--- config.mk ---
export PLATFORM = sky130hd
export DESIGN_NAME = ppu_chr_arb
export DESIGN_NICKNAME = d
export VERILOG_FILES = /design/src/rtl/ppu_chr_arb.sv
export SDC_FILE = /design/constraint.sdc
export NUM_CORES = 1
export LEC_CHECK = 0
export BUFFER_PORTS_ARGS = -buffer_cell sky130_fd_sc_hd__buf_2
export CELL_PAD_IN_SITES_DETAIL_PLACEMENT = 2
export CELL_PAD_IN_SITES_GLOBAL_PLACEMENT = 2
export CORE_MARGIN = 1.5
export CORE_UTILIZATION = 23
export CTS_CLUSTER_SIZE = 8
export DETAILED_ROUTE_END_ITERATION = 8
export PLACE_DENSITY = 0.82
export SLEW_MARGIN = 20
export SYNTH_ARGS = -nofsm -noshare
export SYNTH_HDL_FRONTEND = slang
export SYNTH_SLANG_ARGS = --single-unit
--- constraint.sdc ---
create_clock -name i_ppu_clk -period 1.71 [get_ports i_ppu_clk]
set_input_delay 0.171 -clock i_ppu_clk [delete_from_list [all_inputs] [get_ports i_ppu_clk]]
set_output_delay 0.171 -clock i_ppu_clk [all_outputs]
set_load 0.02 [all_outputs]
--- src/rtl/ppu_chr_arb.sv ---
// ppu_chr_arb
// Arbitrates NCH requesters onto a single asynchronous-style SRAM port.
// Channel 0 is the PPU render fetch. While i_render is high it is the only
// channel that can win.
//
// Ports:
//   i_ppu_clk, i_ppu_rst        clock and synchronous active-high reset
//   i_render                    render window; masks channels 1..NCH-1
//   i_req/i_we/i_addr/i_wdata/i_be  per-channel request bundle, held until o_gnt
//   o_gnt                       one-hot grant, combinational from this cycle's requests
//   o_rvalid/o_rdata            registered read return, routed by a tag pipeline
//   o_sram_*                    registered SRAM pins (active-low strobes)
//   i_sram_rdata                SRAM read data, sampled RD_LAT cycles after drive
module ppu_chr_arb #(
    parameter int NCH      = 2,
    parameter int AW       = 12,
    parameter int DW       = 16,
    parameter int RD_LAT   = 1,
    parameter int ARB_MODE = 0
) (
    input  logic                  i_ppu_clk,
    input  logic                  i_ppu_rst,
    input  logic                  i_render,
    input  logic [NCH-1:0]        i_req,
    input  logic [NCH-1:0]        i_we,
    input  logic [NCH*AW-1:0]     i_addr,
    input  logic [NCH*DW-1:0]     i_wdata,
    input  logic [NCH*DW/8-1:0]   i_be,
    output logic [NCH-1:0]        o_gnt,
    output logic [NCH-1:0]        o_rvalid,
    output logic [DW-1:0]         o_rdata,
    output logic [AW-1:0]         o_sram_addr,
    output logic [DW-1:0]         o_sram_wdata,
    input  logic [DW-1:0]         i_sram_rdata,
    output logic                  o_sram_we_n,
    output logic                  o_sram_oe_n,
    output logic [DW/8-1:0]       o_sram_be_n
);

    localparam int NBE = DW / 8;
    localparam int PW  = (NCH > 2) ? 2 : 1;

    logic [NCH-1:0] elig_s;
    logic [NCH-1:0] gnt_s;
    logic [PW-1:0]  gnt_idx_s;
    logic [PW-1:0]  start_s;
    logic [PW-1:0]  cand_s;
    logic [PW-1:0]  nxt_ptr_s;
    logic           found_s;
    logic           has_gnt_s;
    logic           gnt_we_s;
    int             cand_v;

    logic [PW-1:0]     rr_ptr_r;
    logic [RD_LAT-1:0] tag_v_r;
    logic [PW-1:0]     tag_idx_r [RD_LAT];

    // Decode a channel index into a one-hot channel vector.
    function automatic logic [NCH-1:0] idx_onehot(input logic [PW-1:0] idx);
        logic [NCH-1:0] oh;
        oh      = '0;
        oh[idx] = 1'b1;
        return oh;
    endfunction

    // Eligibility: nothing during reset, only ch0 inside the render window.
    always_comb begin
        elig_s = '0;
        if (i_ppu_rst) begin
            elig_s = '0;
        end else if (i_render) begin
            elig_s = i_req & {{(NCH-1){1'b0}}, 1'b1};
        end else begin
            elig_s = i_req;
        end
    end

    // Rotating search; fixed priority simply always starts at channel 0.
    // rr_ptr only moves on a real grant, so render masking leaves it alone.
    always_comb begin
        start_s   = (ARB_MODE == 1) ? rr_ptr_r : {PW{1'b0}};
        gnt_s     = '0;
        gnt_idx_s = '0;
        found_s   = 1'b0;
        cand_v    = 0;
        cand_s    = '0;
        for (int i = 0; i < NCH; i++) begin
            cand_v = int'(start_s) + i;
            cand_v = (cand_v >= NCH) ? (cand_v - NCH) : cand_v;
            cand_s = PW'(cand_v);
            if (!found_s && elig_s[cand_s]) begin
                gnt_s[cand_s] = 1'b1;
                gnt_idx_s     = cand_s;
                found_s       = 1'b1;
            end else begin
                found_s = found_s;
            end
        end
        has_gnt_s = found_s;
        gnt_we_s  = i_we[gnt_idx_s];
        nxt_ptr_s = (gnt_idx_s == PW'(NCH - 1)) ? {PW{1'b0}} : (gnt_idx_s + {{(PW-1){1'b0}}, 1'b1});
    end

    assign o_gnt = gnt_s;

    // Round-robin pointer advances past the channel just granted.
    always_ff @(posedge i_ppu_clk) begin
        if (i_ppu_rst) begin
            rr_ptr_r <= '0;
        end else if (has_gnt_s) begin
            rr_ptr_r <= nxt_ptr_s;
        end else begin
            rr_ptr_r <= rr_ptr_r;
        end
    end

    // SRAM pin registers: one access cycle per grant, strobes idle otherwise.
    always_ff @(posedge i_ppu_clk) begin
        if (i_ppu_rst) begin
            o_sram_addr  <= '0;
            o_sram_wdata <= '0;
            o_sram_we_n  <= 1'b1;
            o_sram_oe_n  <= 1'b1;
            o_sram_be_n  <= '1;
        end else if (has_gnt_s) begin
            o_sram_addr  <= i_addr[gnt_idx_s*AW +: AW];
            o_sram_wdata <= i_wdata[gnt_idx_s*DW +: DW];
            o_sram_we_n  <= ~gnt_we_s;
            o_sram_oe_n  <= gnt_we_s;
            // Reads enable every lane; writes use the requester's byte mask.
            o_sram_be_n  <= gnt_we_s ? ~i_be[gnt_idx_s*NBE +: NBE] : {NBE{1'b0}};
        end else begin
            o_sram_we_n  <= 1'b1;
            o_sram_oe_n  <= 1'b1;
            o_sram_be_n  <= '1;
        end
    end

    // Read tag pipeline: stage 0 is the SRAM drive cycle, last stage is the sample cycle.
    always_ff @(posedge i_ppu_clk) begin
        if (i_ppu_rst) begin
            tag_v_r <= '0;
            for (int j = 0; j < RD_LAT; j++) begin
                tag_idx_r[j] <= '0;
            end
        end else begin
            tag_v_r[0]   <= has_gnt_s & ~gnt_we_s;
            tag_idx_r[0] <= gnt_idx_s;
            for (int j = 1; j < RD_LAT; j++) begin
                tag_v_r[j]   <= tag_v_r[j-1];
                tag_idx_r[j] <= tag_idx_r[j-1];
            end
        end
    end

    // Read return: capture SRAM data and pulse rvalid for the tagged channel.
    always_ff @(posedge i_ppu_clk) begin
        if (i_ppu_rst) begin
            o_rdata  <= '0;
            o_rvalid <= '0;
        end else if (tag_v_r[RD_LAT-1]) begin
            o_rdata  <= i_sram_rdata;
            o_rvalid <= idx_onehot(tag_idx_r[RD_LAT-1]);
        end else begin
            o_rdata  <= o_rdata;
            o_rvalid <= '0;
        end
    end

endmodule

==> results.tsv <==
stage	metric	value	unit
finish	Area Overhead vs Synth	41.0	%
critical_path	Crit Path Class	primary input to output pin	
critical_path	slowest CP cell	nor4b_4	
synthesis	syn_area_per_cell	10.3	µm²
sta	RSZ-0062 raised after global routing	false	
synthesis	synth cell count leaders	dfxtp_1 (52), mux2i_1 (44), a21oi_1 (28), o31ai_1 (28), nor2_1 (16)	
clock_network	H-tree depth	2	
min_path	worst hold stages	3	
global_routing	gr ovfl total	0	
routing	DRT antenna net count	0	
min_path	Hold Path Origin	i_sram_rdata[1]	
finish	ANT cells	0	
critical_path	worst setup path start	i_render	
clock_network	clk sinks	52	
floorplanning	core area	0.00915	mm²
synthesis	EDFF count, synth	0	
sta	Worst Tran Pin Value	0.461	ns
placement	dpl hpwl	5300	µm
finish	final core utilization	33.1	%
routing	DR vias	2079	
global_routing	vias in the first global route	2330	
clock_network	CTS resizes	0	
routing	DR pass1 iterations	2	
sta	post-route setup TNS	0	ns
global_routing	Total GRT Usage	14.2	%
critical_path	reg2reg start	tag_v_r$_SDFF_PP0_	
sta	Period Utilization, post-route	73.6	%
floorplanning	initial core utilization	23.5	%
critical_path	CP Launch Type	primary input	
clock_network	TritonCTS clock tree	built	
critical_path	Crit path top cell by count	buf_2	
synthesis	top post-synthesis cells by area	dfxtp_1 (48%), mux2i_1 (20%), o31ai_1 (9.8%)	
critical_path	Max FO, Critical Path	7	
sta	setup violators final	0	
min_path	Hold EP	o_rdata[1]$_SDFFE_PP0P_	
status	status	complete, no violations	
synthesis	Synth area leader	dfxtp_1	
finish	# nets final	420	
floorplanning	# IOs	135	
synthesis	Mapped Nets	291	
critical_path	crit path cell chain	buf_2 -> nor4b_4 -> buf_4 -> buf_2	
sta	Final Critical Period	1.26	ns
clock_network	post-CTS setup buffers	0	
placement	port bufs	134	
critical_path	reg2reg setup slack	0.70	ns
pwr	leakage	0.00140	µW
pwr	Tot Pwr	2590	µW
synthesis	Synth Warn #	0	
critical_path	Worst EP arrival	1.09	ns
pwr	Max VDD drop	0.307	mV
synthesis	ys async rst share	0	%
routing	DRT Wirelength	7070	µm
routing	drt initial violations	38	
pwr	Cell Pwr Density	855	mW/mm²
global_routing	initial antenna violation count	0	
floorplanning	row count	35	
finish	fill cell count	1042	
critical_path	CP required	1.54	ns
synthesis	#FFs+latches synth	52	
global_routing	first-pass GRT wire length	11300	µm
min_path	Hold Path Class	primary input to flip-flop	
placement	GP Congestion	0.679	
clock_network	CTS Hold Bufs	0	
clock_network	clk slew on worst S/H paths	0.11	ns
synthesis	Synth Flop Type	dfxtp_1	
finish	layout cells sized above 1	45.6	%
synthesis	count leader, synth	dfxtp_1	
clock_network	Root Buffer	clkbuf_8	
routing	vias per std cell	4.63	
critical_path	worst reg2reg path depth	3	
routing	wire per inst	15.7	µm
clock_network	Worst-Skew Late Latency	0.30	ns
synthesis	Yosys top cell area share	48.4	%
clock_network	number of buffers created by CTS	5	
synthesis	Post-Syn Area	0.00215	mm²
clock_network	Clock Path Buffers	2	
sta	Worst slew margin	68.9	%
global_routing	largest net degree at the start of global routing	27	
critical_path	Reg-to-Reg End	o_rdata[6]$_SDFFE_PP0P_	
synthesis	Post-Synthesis Cells	208	
floorplanning	die width	99.7	µm
floorplanning	DIE AREA	0.00994	mm²
floorplanning	Die Ht	99.7	µm
job	max cap viols	0	
critical_path	Crit. End Element	output pin	
sta	max-slew violation count	0	
synthesis	post-synthesis cell type count	20	
sta	Layout Skew	0.00719	ns
routing	DRC Markers	0	
critical_path	crit-path max cell delay	0.36	ns
sta	fmax	795	MHz
synthesis	sequential cell area fraction in the yosys report	48.4	%
sta	Fin. Hold Viols	0	
power breakdown:
| part | total (µW) | internal, µW | switching, µW | leakage [µW] |
|---|---|---|---|---|
| sequential | 1330 | 1290 | 39.7 | 0.000431 |
| clock | 734 | 299 | 434 | 0.0000487 |
| combinational | 528 | 221 | 306 | 0.000916 |
| total | 2590 | 1810 | 780 | 0.00140 |
worst max-delay path, delay by kind of cell:
kind                   cells  cell delay [ns]
AND/OR/NAND/NOR            1             0.36
buffers and inverters      3             0.55
logic make-up (layout without fill, tap and decap cells):
logic type / Yosys count / after routing / synth area share [%]
compound gates: 63 / 63 / 18.4
flops: 52 / 52 / 48.4
mux: 45 / 45 / 21.0
simple gates: 25 / 25 / 6.40
buf+inv: 23 / 153 / 5.82
cell type report:
type / instances / area, µm² / share of cell area, %
inverter: 2 / 7.51 / 0.248
clock inverter: 3 / 26.3 / 0.866
multi-input combinational: 133 / 987 / 32.5
clock buffer: 5 / 68.8 / 2.27
tap: 111 / 139 / 4.58
timing repair buffer: 143 / 763 / 25.2
sequential: 52 / 1040 / 34.3
through the flow:
stage	hold WS (ns)	cell area, µm²	setup slack, ns	std cells
detailed placement	0.409	2940	0.284	441
finish	0.102	3030	0.452	449
floorplan	0.248	2150	0.416	208
CTS	0.0861	3030	0.449	449
global route	0.0963	3030	0.397	449
global placement	0.406	2940	0.359	441
worst max path at each step:
stage | depth (start not counted) | slack (ns) | endpoint
5_1_grt | 4 | 0.40 | o_gnt[1]
3_5_place_dp | 5 | 0.28 | o_sram_addr[4]$_SDFFE_PP0N_
3_3_place_gp | 5 | 0.36 | o_sram_addr[1]$_SDFFE_PP0N_
6_report | 4 | 0.45 | o_gnt[1]
2_1_floorplan | 5 | 0.42 | o_sram_addr[0]$_SDFFE_PP0N_
4_1_cts | 4 | 0.45 | o_gnt[1]
state kept, by name, summed over array words and instances (netlist names):
signal	cells
o_rdata	16
o_sram_wdata	16
o_sram_addr	12
o_rvalid	2
o_sram_be_n	2
o_sram_oe_n	1
o_sram_we_n	1
tag_idx_r	1
tag_v_r	1
layout by cell type, fill, tap and decap left out:
| cell | netlist | final |
|---|---|---|
| a21oi_1 | 28 | 28 |
| and3_1 | 1 | 1 |
| buf_12 | 0 | 2 |
| buf_2 | 4 | 134 |
| buf_4 | 1 | 7 |
| clkbuf_8 | 0 | 5 |
| clkinv_4 | 0 | 2 |
| dfxtp_1 | 52 | 52 |
| inv_1 | 2 | 2 |
| inv_6 | 0 | 1 |
| mux2_2 | 1 | 1 |
| mux2i_1 | 44 | 44 |
| nand2_1 | 1 | 1 |
| nor2_1 | 16 | 16 |
| nor2b_1 | 3 | 2 |
| nor2b_2 | 0 | 1 |
| nor3b_1 | 1 | 1 |
| nor4b_1 | 2 | 2 |
| nor4b_4 | 1 | 1 |
| o21a_1 | 3 | 3 |
| o21ai_0 | 2 | 2 |
| o22ai_1 | 2 | 2 |
| o31ai_1 | 28 | 28 |
metal layers:
layer / wire [µm] / global-route usage [%] / vias to the layer above
li1: - / - / 1011
met2: 3580 / 26.5 / 80
met3: 376 / 3.65 / 4
met4: 31 / 2.82 / 0
met5: 0 / 0 / -
met1: 3080 / 16.2 / 984
Power figures use the tool's default switching activity.
